<file path="src/rtl/pma_xlat.sv">
// Physical-memory-address generator: picks the address source for each cache/memory
// cycle, then registers the address, its odd parity and the cycle type.
module pma_xlat #(
  parameter  int PAGE_W = 13,
  parameter  int OFF_W  = 9,
  parameter  int NCHAN  = 4,
  localparam int PA_W   = PAGE_W + OFF_W,
  localparam int CCA_W  = OFF_W - 2,
  localparam int SEL_W  = (NCHAN > 1) ? $clog2(NCHAN) : 1
) (
  input  logic                  clk_pma_h,
  input  logic                  mr_reset_h,
  input  logic                  csh_ready_to_go_h,
  input  logic                  ebox_grant_h,
  input  logic [NCHAN-1:0]      chan_grant_h,
  input  logic                  cca_grant_h,
  input  logic                  wb_grant_h,
  input  logic                  cyc_done_h,
  input  logic                  hold_h,
  input  logic                  page_refill_h,
  input  logic                  ebox_paged_h,
  input  logic                  vma_user_h,
  input  logic                  load_ebr_h,
  input  logic                  load_ubr_h,
  input  logic [PAGE_W-1:0]     base_in,
  input  logic [PA_W-1:0]       vma_h,
  input  logic [PAGE_W-1:0]     pt_frame_h,
  input  logic [NCHAN*PA_W-1:0] ccw_adr_h,
  input  logic [PAGE_W-1:0]     cam_page_h,
  input  logic                  cca_all_pages_h,
  output logic [PA_W-1:0]       pa_h,
  output logic                  pa_par_h,
  output logic [2:0]            cyc_type_h,
  output logic [SEL_W-1:0]      chan_sel_h,
  output logic                  cca_cry_out_h,
  output logic                  grant_err_h
);

  typedef enum logic [2:0] {
    ST_IDLE   = 3'd0,
    ST_EBOX   = 3'd1,
    ST_CHAN   = 3'd2,
    ST_CCA    = 3'd3,
    ST_WB     = 3'd4,
    ST_REFILL = 3'd5
  } state_t;

  localparam int GW = NCHAN + 3;

  state_t            state, state_nxt;
  logic [PA_W-1:0]   pa_nxt;
  logic [SEL_W-1:0]  chan_sel_nxt, chan_idx;
  logic [CCA_W-1:0]  cca_cnt, cca_cnt_nxt;
  logic              cry_nxt, err_nxt;
  logic [PAGE_W-1:0] ebr, ubr;
  logic [GW-1:0]     grants;
  logic              any_grant, multi_grant;
  logic [OFF_W-1:0]  vpage, refill_off;
  logic              unused_sink;

  // Sweep-all qualifier is consumed by the CAM logic downstream, not here.
  assign unused_sink = cca_all_pages_h;

  assign grants      = {wb_grant_h, cca_grant_h, chan_grant_h, ebox_grant_h};
  assign any_grant   = |grants;
  assign multi_grant = |(grants & (grants - GW'(1)));
  assign vpage       = vma_h[OFF_W +: OFF_W];
  assign refill_off  = vpage >> 1;
  assign cyc_type_h  = 3'(state);

  // Lowest-numbered granted channel wins.
  always_comb begin
    chan_idx = '0;
    for (int i = NCHAN - 1; i >= 0; i--) begin
      if (chan_grant_h[i]) chan_idx = SEL_W'(i);
    end
  end

  always_comb begin
    state_nxt    = state;
    pa_nxt       = pa_h;
    chan_sel_nxt = chan_sel_h;
    cca_cnt_nxt  = cca_cnt;
    cry_nxt      = 1'b0;
    err_nxt      = 1'b0;
    if (!hold_h) begin
      case (state)
        ST_IDLE: begin
          if (csh_ready_to_go_h && any_grant) begin
            err_nxt = multi_grant;
            if (wb_grant_h) begin
              state_nxt = ST_WB;
              pa_nxt    = {cam_page_h, vma_h[OFF_W-1:0]};
            end else if (cca_grant_h) begin
              state_nxt = ST_CCA;
              pa_nxt    = {cam_page_h, cca_cnt, 2'b00};
            end else if (|chan_grant_h) begin
              state_nxt    = ST_CHAN;
              chan_sel_nxt = chan_idx;
              pa_nxt       = ccw_adr_h[chan_idx*PA_W +: PA_W];
            end else begin
              state_nxt = ST_EBOX;
              pa_nxt    = ebox_paged_h ? {pt_frame_h, vma_h[OFF_W-1:0]} : vma_h;
            end
          end
        end
        ST_EBOX: begin
          if (cyc_done_h) begin
            state_nxt = ST_IDLE;
          end else if (page_refill_h) begin
            state_nxt = ST_REFILL;
            pa_nxt    = {(vma_user_h ? ubr : ebr), refill_off};
          end
        end
        ST_CCA: begin
          if (cyc_done_h) begin
            state_nxt   = ST_IDLE;
            cca_cnt_nxt = cca_cnt + CCA_W'(1);
            cry_nxt     = &cca_cnt;
          end
        end
        default: begin
          if (cyc_done_h) state_nxt = ST_IDLE;
        end
      endcase
    end
  end

  // Cycle state, address and status pulses; parity tracks every address update.
  always_ff @(posedge clk_pma_h or posedge mr_reset_h) begin
    if (mr_reset_h) begin
      state         <= ST_IDLE;
      pa_h          <= '0;
      pa_par_h      <= 1'b1;
      chan_sel_h    <= '0;
      cca_cnt       <= '0;
      cca_cry_out_h <= 1'b0;
      grant_err_h   <= 1'b0;
    end else begin
      state         <= state_nxt;
      pa_h          <= pa_nxt;
      pa_par_h      <= ~^pa_nxt;
      chan_sel_h    <= chan_sel_nxt;
      cca_cnt       <= cca_cnt_nxt;
      cca_cry_out_h <= cry_nxt;
      grant_err_h   <= err_nxt;
    end
  end

  // Page-table base registers load regardless of cycle state or hold.
  always_ff @(posedge clk_pma_h or posedge mr_reset_h) begin
    if (mr_reset_h) begin
      ebr <= '0;
      ubr <= '0;
    end else begin
      if (load_ebr_h) ebr <= base_in;
      if (load_ubr_h) ubr <= base_in;
    end
  end

endmodule

</file>
<file path="config.mk">
export PLATFORM = sky130hd
export DESIGN_NAME = pma_xlat
export DESIGN_NICKNAME = d
export VERILOG_FILES = /design/src/rtl/pma_xlat.sv
export SDC_FILE = /design/constraint.sdc
export NUM_CORES = 1
export LEC_CHECK = 0
export ABC_AREA = 1
export BUFFER_PORTS_ARGS = -buffer_cell sky130_fd_sc_hd__buf_2
export CORE_AREA = 10 10 110 112
export DETAILED_ROUTE_END_ITERATION = 7
export DIE_AREA = 0 0 120 122
export GPL_ROUTABILITY_DRIVEN = 0
export PLACE_DENSITY = 0.91
export SLEW_MARGIN = 5
export SYNTH_ARGS = -nofsm -noshare
export SYNTH_HDL_FRONTEND = slang
export SYNTH_SLANG_ARGS = --single-unit
</file>
<file path="constraint.sdc">
create_clock -name clk_pma_h -period 3.7 [get_ports clk_pma_h]
set_input_delay 0.37 -clock clk_pma_h [delete_from_list [all_inputs] [get_ports clk_pma_h]]
set_output_delay 0.37 -clock clk_pma_h [all_outputs]
set_load 0.02 [all_outputs]
</file>
==> run_results.csv, run 1 <==
group,metric,value,unit
run_status,run_status,"finished clean",
setup_path,critPathCaptureType,"register",
setup_path,crit_required,3.99,ns
floorplanning,die_x,120,microns
sta,rsz0062_at_grt,"no",
min_path,hold_depth,3,
setup_path,cp_common_cell,"nand2_1",
layout,fillCellCount,928,
sta,setup_viol,0,
synth,ys_seq_elements,63,
layout,antenna_cells,0,
global_route,grt_antenna_before_repair,0,
routing,route.detailed.drc,0,
sta,clock.fmax,0.3483,GHz
routing,initialDrtViolationCount,719,
setup_path,r2r_cells,18,
synth,syn_nets,1054,
synth,synth_cells,886,
synth,seq_area_frac_synth,0.2972,
setup_path,crit_arrival,3.16,ns
setup_path,cp_max_fo,18,
setup_path,worstPathCellList,"or2_4, nor2_4, nand2_1, buf_4, nor2_1, nand2_1, nand2_1, nand2_1, nand2_1, nand2_1, nand3_1, nand3_1, nand2_1, nand2_1, nand2_1, nand2_1, nand2_1, inv_1",
global_route,grt_overflow,0,
sta,worstMarginPinSlew,1.098,ns
clocking,cts_buffers,9,
routing,firstDrtPassIters,6,
setup_path,crit_path_start_kind,"register",
sta,slew_headroom,0.2671,
power,power_density,636.5,nW/um^2
layout,syn2layout_area_growth,23.12,%
clocking,post_cts_buffers,0,
global_route,grt_pass1_vias,5982,
synth,yosys_warnings,0,
placement,io_buffers,195,
routing,wire_per_inst,15.60,microns
layout,nets,1230,
layout,stdcell_area,6536,sq um
routing,vias,6422,
floorplanning,dieArea,14640,sq um
clocking,clk_pin_slew,0.08,ns
sta,slew_viol_final,0,
global_route,grt_pass1_wl,29.14,mm
synth,syn_area,5309,sq um
clocking,root_buffer,"clkbuf_8",
clocking,clkLatencyLatePin,0.35,ns
sta,finalCriticalPeriod,2.871,ns
placement,dp_hpwl,14.78,mm
clocking,cts_tree,"yes",
floorplanning,coreArea,10050,sq um
sta,fin_tns_setup,0,ns
sta,fin_skew,0.009022,ns
power,total_power,0.004160,W
routing,avgViaCountPerCell,5.338,
min_path,hold_end,"ubr[3]$_DFFE_PP0P_",
sta,period_share,0.7760,
floorplanning,start_util,0.5285,
placement,post_dp_cell_area,6332,sq um
global_route,grt_max_degree,54,
global_route,track_usage,0.2433,
sta,final_hold_viol_count,0,
clocking,htree_levels,3,
synth,yosysUniqueCellTypes,39,
floorplanning,die_h,122,microns
routing,ant_nets,0,
setup_path,rrSetupSlack,0.83,ns
setup_path,critPathMaxStageDelay,0.44,ns
routing,wirelength,18.77,mm
setup_path,r2r-end,"pa_par_h$_DFF_PP1_",
floorplanning,io_pins,197,
layout,drive_gt1_frac,0.2455,
setup_path,path_class,"reg -> reg",
setup_path,r2r_start,"cyc_type_h[2]$_DFFE_PP0P_",
setup_path,crit_slowest_cell,"nand2_1",
min_path,min_from,"base_in[3]",
clocking,clk_path_buf_depth,2,
floorplanning,row_count,37,
power,ir_drop,0.4143,mV
clocking,cts.sinks,63,
synth,syn_avg_cell_area,5.992,sq um
clocking,ctsResizeCount,0,
clocking,cts-hold-fix-buffers,0,
run,maxCapViolations,0,
power,p_leak,3.693,nW
min_path,hold_path.class,"in -> reg",
==> cells in the mapped netlist, drive strengths merged <==
| library cell | n | area share |
|---|---|---|
| nand2 | 319 | 0.23 |
| nand3 | 113 | 0.11 |
| inv | 109 | 0.077 |
| nor2 | 80 | 0.060 |
| o21ai | 68 | 0.067 |
| dfrtp | 62 | 0.29 |
| a21oi | 31 | 0.030 |
| buf | 25 | 0.025 |
| mux2 | 17 | 0.036 |
| clkbuf | 13 | 0.0092 |
| o22ai | 8 | 0.0094 |
| nand3b | 7 | 0.0099 |
| nor3 | 6 | 0.0057 |
| o31ai | 5 | 0.0071 |
| xor2 | 5 | 0.0082 |
| o211ai | 3 | 0.0042 |
| or2 | 3 | 0.0040 |
| clkinv | 2 | 0.0014 |
| nand4 | 2 | 0.0024 |
| a211oi | 1 | 0.0014 |
| a221oi | 1 | 0.0017 |
| a31oi | 1 | 0.0012 |
| dfstp | 1 | 0.0050 |
| ha | 1 | 0.0024 |
| nor4 | 1 | 0.0012 |
| o2111ai | 1 | 0.0017 |
| o21bai | 1 | 0.0014 |
==> registers in the layout (all words and copies together) (netlist names) <==
register	flops
cyc_type_h	3
chan_sel_h	2
pa_h	22
grant_err_h	1
pa_par_h	1
ubr	13
cca_cnt	7
ebr	13
cca_cry_out_h	1
==> metrics by stage <==
step	cells	hold WS, ns	worst slack [ns]	utilization
after CTS	1203	0.2249	0.9097	0.6506
after detailed placement	1187	0.4879	0.6340	0.6303
after global routing	1203	0.2263	0.5433	0.6506
final	1203	0.2341	0.8289	0.6506
after global placement	1187	0.4707	0.6784	0.6303
after floorplan	886	0.4435	1.492	-
==> placed cells by master, fill, tap and decap left out, types with 2 or more instances in the layout <==
| cell | n |
|---|---|
| nand3_1 | 113 |
| o22ai_1 | 8 |
| o31ai_1 | 5 |
| o211ai_1 | 3 |
| nand2_2 | 3 |
| buf_4 | 8 |
| inv_6 | 3 |
| o21ai_1 | 7 |
| buf_2 | 195 |
| or2_2 | 2 |
| clkinvlp_4 | 2 |
| xor2_1 | 5 |
| clkinv_1 | 2 |
| nor2_1 | 74 |
| nand3b_1 | 7 |
| inv_1 | 100 |
| o21ai_0 | 59 |
| nor3_1 | 6 |
| clkbuf_8 | 9 |
| a21oi_1 | 30 |
| inv_2 | 9 |
| nor2_2 | 5 |
| nand2_1 | 315 |
| dfrtp_1 | 62 |
| mux2_2 | 17 |
| nand4_1 | 2 |
==> report_power, final <==
part	switching (W)	internal, W
clock network	0.000308	0.000319
registers	0.000182	0.000906
logic	0.00162	0.000828
==> kinds of logic (layout without fill, tap and decap cells) <==
| family | after synthesis | after routing | synth area share |
|---|---|---|---|
| and+or+nand+nor | 531 | 531 | 0.4183 |
| buffers and inverters | 149 | 330 | 0.1129 |
| AOI/OAI and AO/OA | 120 | 120 | 0.1249 |
| DFF | 63 | 63 | 0.2972 |
| muxes | 17 | 17 | 0.03606 |
| xor gates and xnor gates | 5 | 5 | 0.008249 |
| adders and majority gates | 1 | 1 | 0.002356 |
==> cell type report <==
class	instances	area [sq um]	area share
Sequential cell	63	1578	0.2414
Timing Repair Buffer	203	1036	0.1585
Clock inverter	7	80.08	0.01225
Tap cell	136	170.2	0.02603
Clock buffer	9	123.9	0.01895
Inverter	111	416.7	0.06374
Multi-Input combinational cell	674	3132	0.4791
==> worst max-delay path, delay by kind of cell, from the launching register on <==
family / cells / cell delay (ns)
simple gates: 16 / 2.05
flops: 1 / 0.42
buf+inv: 2 / 0.35
==> per-layer routing <==
layer / part of all wire / up-vias / global-route usage
li1: - / 3178 / -
met1: 0.39 / 2838 / 0.2885
met2: 0.46 / 366 / 0.4099
met3: 0.12 / 40 / 0.06984
met4: 0.026 / 0 / 0.09427
met5: 0 / - / 0
==> how the worst max path moves through the flow <==
stage | startpoint | endpoint | cells past startpoint | slack (ns)
3_5_place_dp | wb_grant_h | pa_par_h$_DFF_PP1_ | 21 | 0.63
6_report | cyc_type_h[2]$_DFFE_PP0P_ | pa_par_h$_DFF_PP1_ | 18 | 0.83
5_1_grt | cyc_type_h[2]$_DFFE_PP0P_ | pa_par_h$_DFF_PP1_ | 18 | 0.54
3_3_place_gp | wb_grant_h | pa_par_h$_DFF_PP1_ | 21 | 0.68
4_1_cts | cyc_type_h[2]$_DFFE_PP0P_ | pa_par_h$_DFF_PP1_ | 18 | 0.91
2_1_floorplan | cyc_type_h[2]$_DFFE_PP0P_ | pa_par_h$_DFF_PP1_ | 18 | 1.49
(Power assumes the default switching activity.)
==> inputs of run 2 (changes only) <==
Settings changed: CORE_AREA 10 10 110 112 to 10 10 114 116, DIE_AREA 0 0 120 122 to 0 0 124 126, PLACE_DENSITY 0.91 to 0.85.
Clock period 3.7 ns to 2.7 ns, I/O delays scaled along.
==> run 2 against run 1 <==
Net effect:
- sequential share of layout area decreased by 0.60 points
- cell count increased by 1.5%
- non-clock buffer count increased by 14
- combinational power increased by 42%
- critical path depth increased by 1
- register-to-register slack got worse by 0.61 ns
- sequential power increased by 37%
- clock skew increased by 0.0013 ns
- via count increased by 0.51%
==> run_results.csv, run 2 (synthesis results as in run 1) <==
group,metric,value,unit
global_route,grt_max_degree,35,
setup_path,critPathMaxStageDelay,0.41,ns
placement,post_dp_cell_area,6452,sq um
layout,stdcell_area,6703,sq um
layout,seq_area,1578,sq um
routing,firstDrtPassIters,5,
global_route,grt_pass1_vias,6078,
routing,vias,6455,
setup_path,crit_required,2.99,ns
sta,slew_viol_final,0,
sta,worstMarginPinSlew,0.6819,ns
layout,fillCellCount,1057,
layout,drive_gt1_frac,0.2546,
floorplanning,dieArea,15620,sq um
floorplanning,die_h,126,microns
setup_path,critical_path.top_delay_family,"simple AND/OR/NAND/NOR gates",
clocking,cts_buffers,9,
floorplanning,die_x,124,microns
sta,period_share,0.9192,
setup_path,crit_path_start_kind,"register",
power,power_density,879.3,nW/um^2
global_route,grt_antenna_before_repair,1,
clocking,clkLatencyLatePin,0.35,ns
setup_path,worstPathCellList,"or2_4, nor2_2, buf_4, nand2_1, nand2_1, nor2_1, a21oi_1, nand2_1, nand2_1, nand2_1, nand2_1, inv_1, nand3_1, nand2_1, nand2_1, nand2_1, nand2_1, nand2_1, inv_1",
clocking,clk_pin_slew,0.08,ns
placement,io_buffers,195,
layout,top_regs,"pa_h: 22 flops, ebr: 13 flops, ubr: 13 flops",
floorplanning,start_util,0.4963,
floorplanning,coreArea,10700,sq um
setup_path,crit_arrival,2.78,ns
layout,final_util,0.6266,
sta,setup_viol,0,
clocking,clk_path_buf_depth,2,
setup_path,critPathCaptureType,"register",
setup_path,crit_slowest_cell,"dfrtp_1",
sta,finalCriticalPeriod,2.482,ns
clocking,cts.sinks,63,
layout,fin_cells,1221,
placement,dp_hpwl,15.40,mm
setup_path,path_class,"reg -> reg",
layout,layout_common_cells,"nand2_1 (315), buf_2 (195), nand3_1 (113)",
layout,multi_input_area,3132,sq um
global_route,grt_pass1_wl,29.71,mm
floorplanning,io_pins,197,
sta,clock.fmax,0.4029,GHz
routing,ant_nets,0,
clocking,root_buffer,"clkbuf_8",
sta,fin_skew,0.01035,ns
power,ir_drop,0.5435,mV
min_path,hold_path.class,"in -> async",
setup_path,rrSetupSlack,0.22,ns
routing,wire_per_inst,15.82,microns
clocking,cts_tree,"yes",
sta,timing.hold.ws,0.009740,ns
layout,nets,1244,
layout,largest_register_ffs,22,
clocking,htree_levels,3,
power,p_leak,3.780,nW
global_route,grt_overflow,0,
sta,final_hold_viol_count,0,
layout,regMostFlops,"pa_h",
sta,slew_headroom,0.5448,
setup_path,cp_max_fo,12,
global_route,track_usage,0.2351,
routing,initialDrtViolationCount,568,
floorplanning,row_count,38,
routing,avgViaCountPerCell,5.287,
layout,syn2layout_area_growth,26.26,%
routing,wirelength,19.32,mm
run,maxCapViolations,0,
setup_path,cp_common_cell,"nand2_1",
layout,final_common_cell,"nand2_1",
setup_path,crit_buf_inv,3,
routing,route.detailed.drc,0,
placement,dp_cells,1203,
run_status,run_status,"finished clean",
[run 2: path summary, 6_finish.rpt]
kind,from,end,cells after the start
max,cyc_type_h[2]$_DFFE_PP0P_,pa_par_h$_DFF_PP1_,19
min,mr_reset_h,ebr[0]$_DFFE_PP0P_,2
max reg2reg,cyc_type_h[2]$_DFFE_PP0P_,pa_par_h$_DFF_PP1_,19
min reg2reg,chan_sel_h[1]$_DFFE_PP0P_,chan_sel_h[1]$_DFFE_PP0P_,2
max in group asynchronous,mr_reset_h,pa_h[8]$_DFF_PP0_,3
min in group clk_pma_h,base_in[6],ubr[6]$_DFFE_PP0P_,3
[run 2: report_power, final]
group | switching (W) | total, W | internal (W)
Sequential | 0.000251 | 0.00149 | 0.00124
Clock | 0.000392 | 0.000932 | 0.000539
Combinational | 0.00224 | 0.00347 | 0.00123
Total | 0.00288 | 0.00589 | 0.00301
[run 2: per-layer routing]
layer  up-vias  global-route usage  share of wire
met3        58             0.07283           0.12
met1      2839              0.2743           0.38
met5         -                   0        0.00057
met4         2             0.09350          0.033
li1       3208                   -              -
met2       348              0.3904           0.46
[run 2: layout make-up]
| class | count | area share |
|---|---|---|
| Tap cell | 140 | 0.02613 |
| Antenna cell | 1 | 0.0003733 |
| Inverter | 111 | 0.06216 |
| Sequential cell | 63 | 0.2354 |
| Clock inverter | 5 | 0.01232 |
| Multi-Input combinational cell | 674 | 0.4672 |
| Clock buffer | 10 | 0.02053 |
| Timing Repair Buffer | 217 | 0.1758 |
[run 2: per-stage QoR]
| step | power, W | setup TNS (ns) | setup slack (ns) |
|---|---|---|---|
| floorplan | 0.003884 | 0 | 0.4923 |
| global placement | 0.004770 | 0 | 0.2567 |
| detailed placement | 0.004854 | 0 | 0.2194 |
| CTS | 0.005809 | 0 | 0.1916 |
| global route | 0.006461 | -0.0008917 | -0.0008917 |
| finish | 0.005894 | 0 | 0.2183 |
[run 2: repair_timing]
action | 4_1_cts | 5_1_grt
setup buffers | 0 | 2
gates resized for setup | 0 | 0
setup endpoints to repair | 0 | 1
hold buffers | 0 | 0
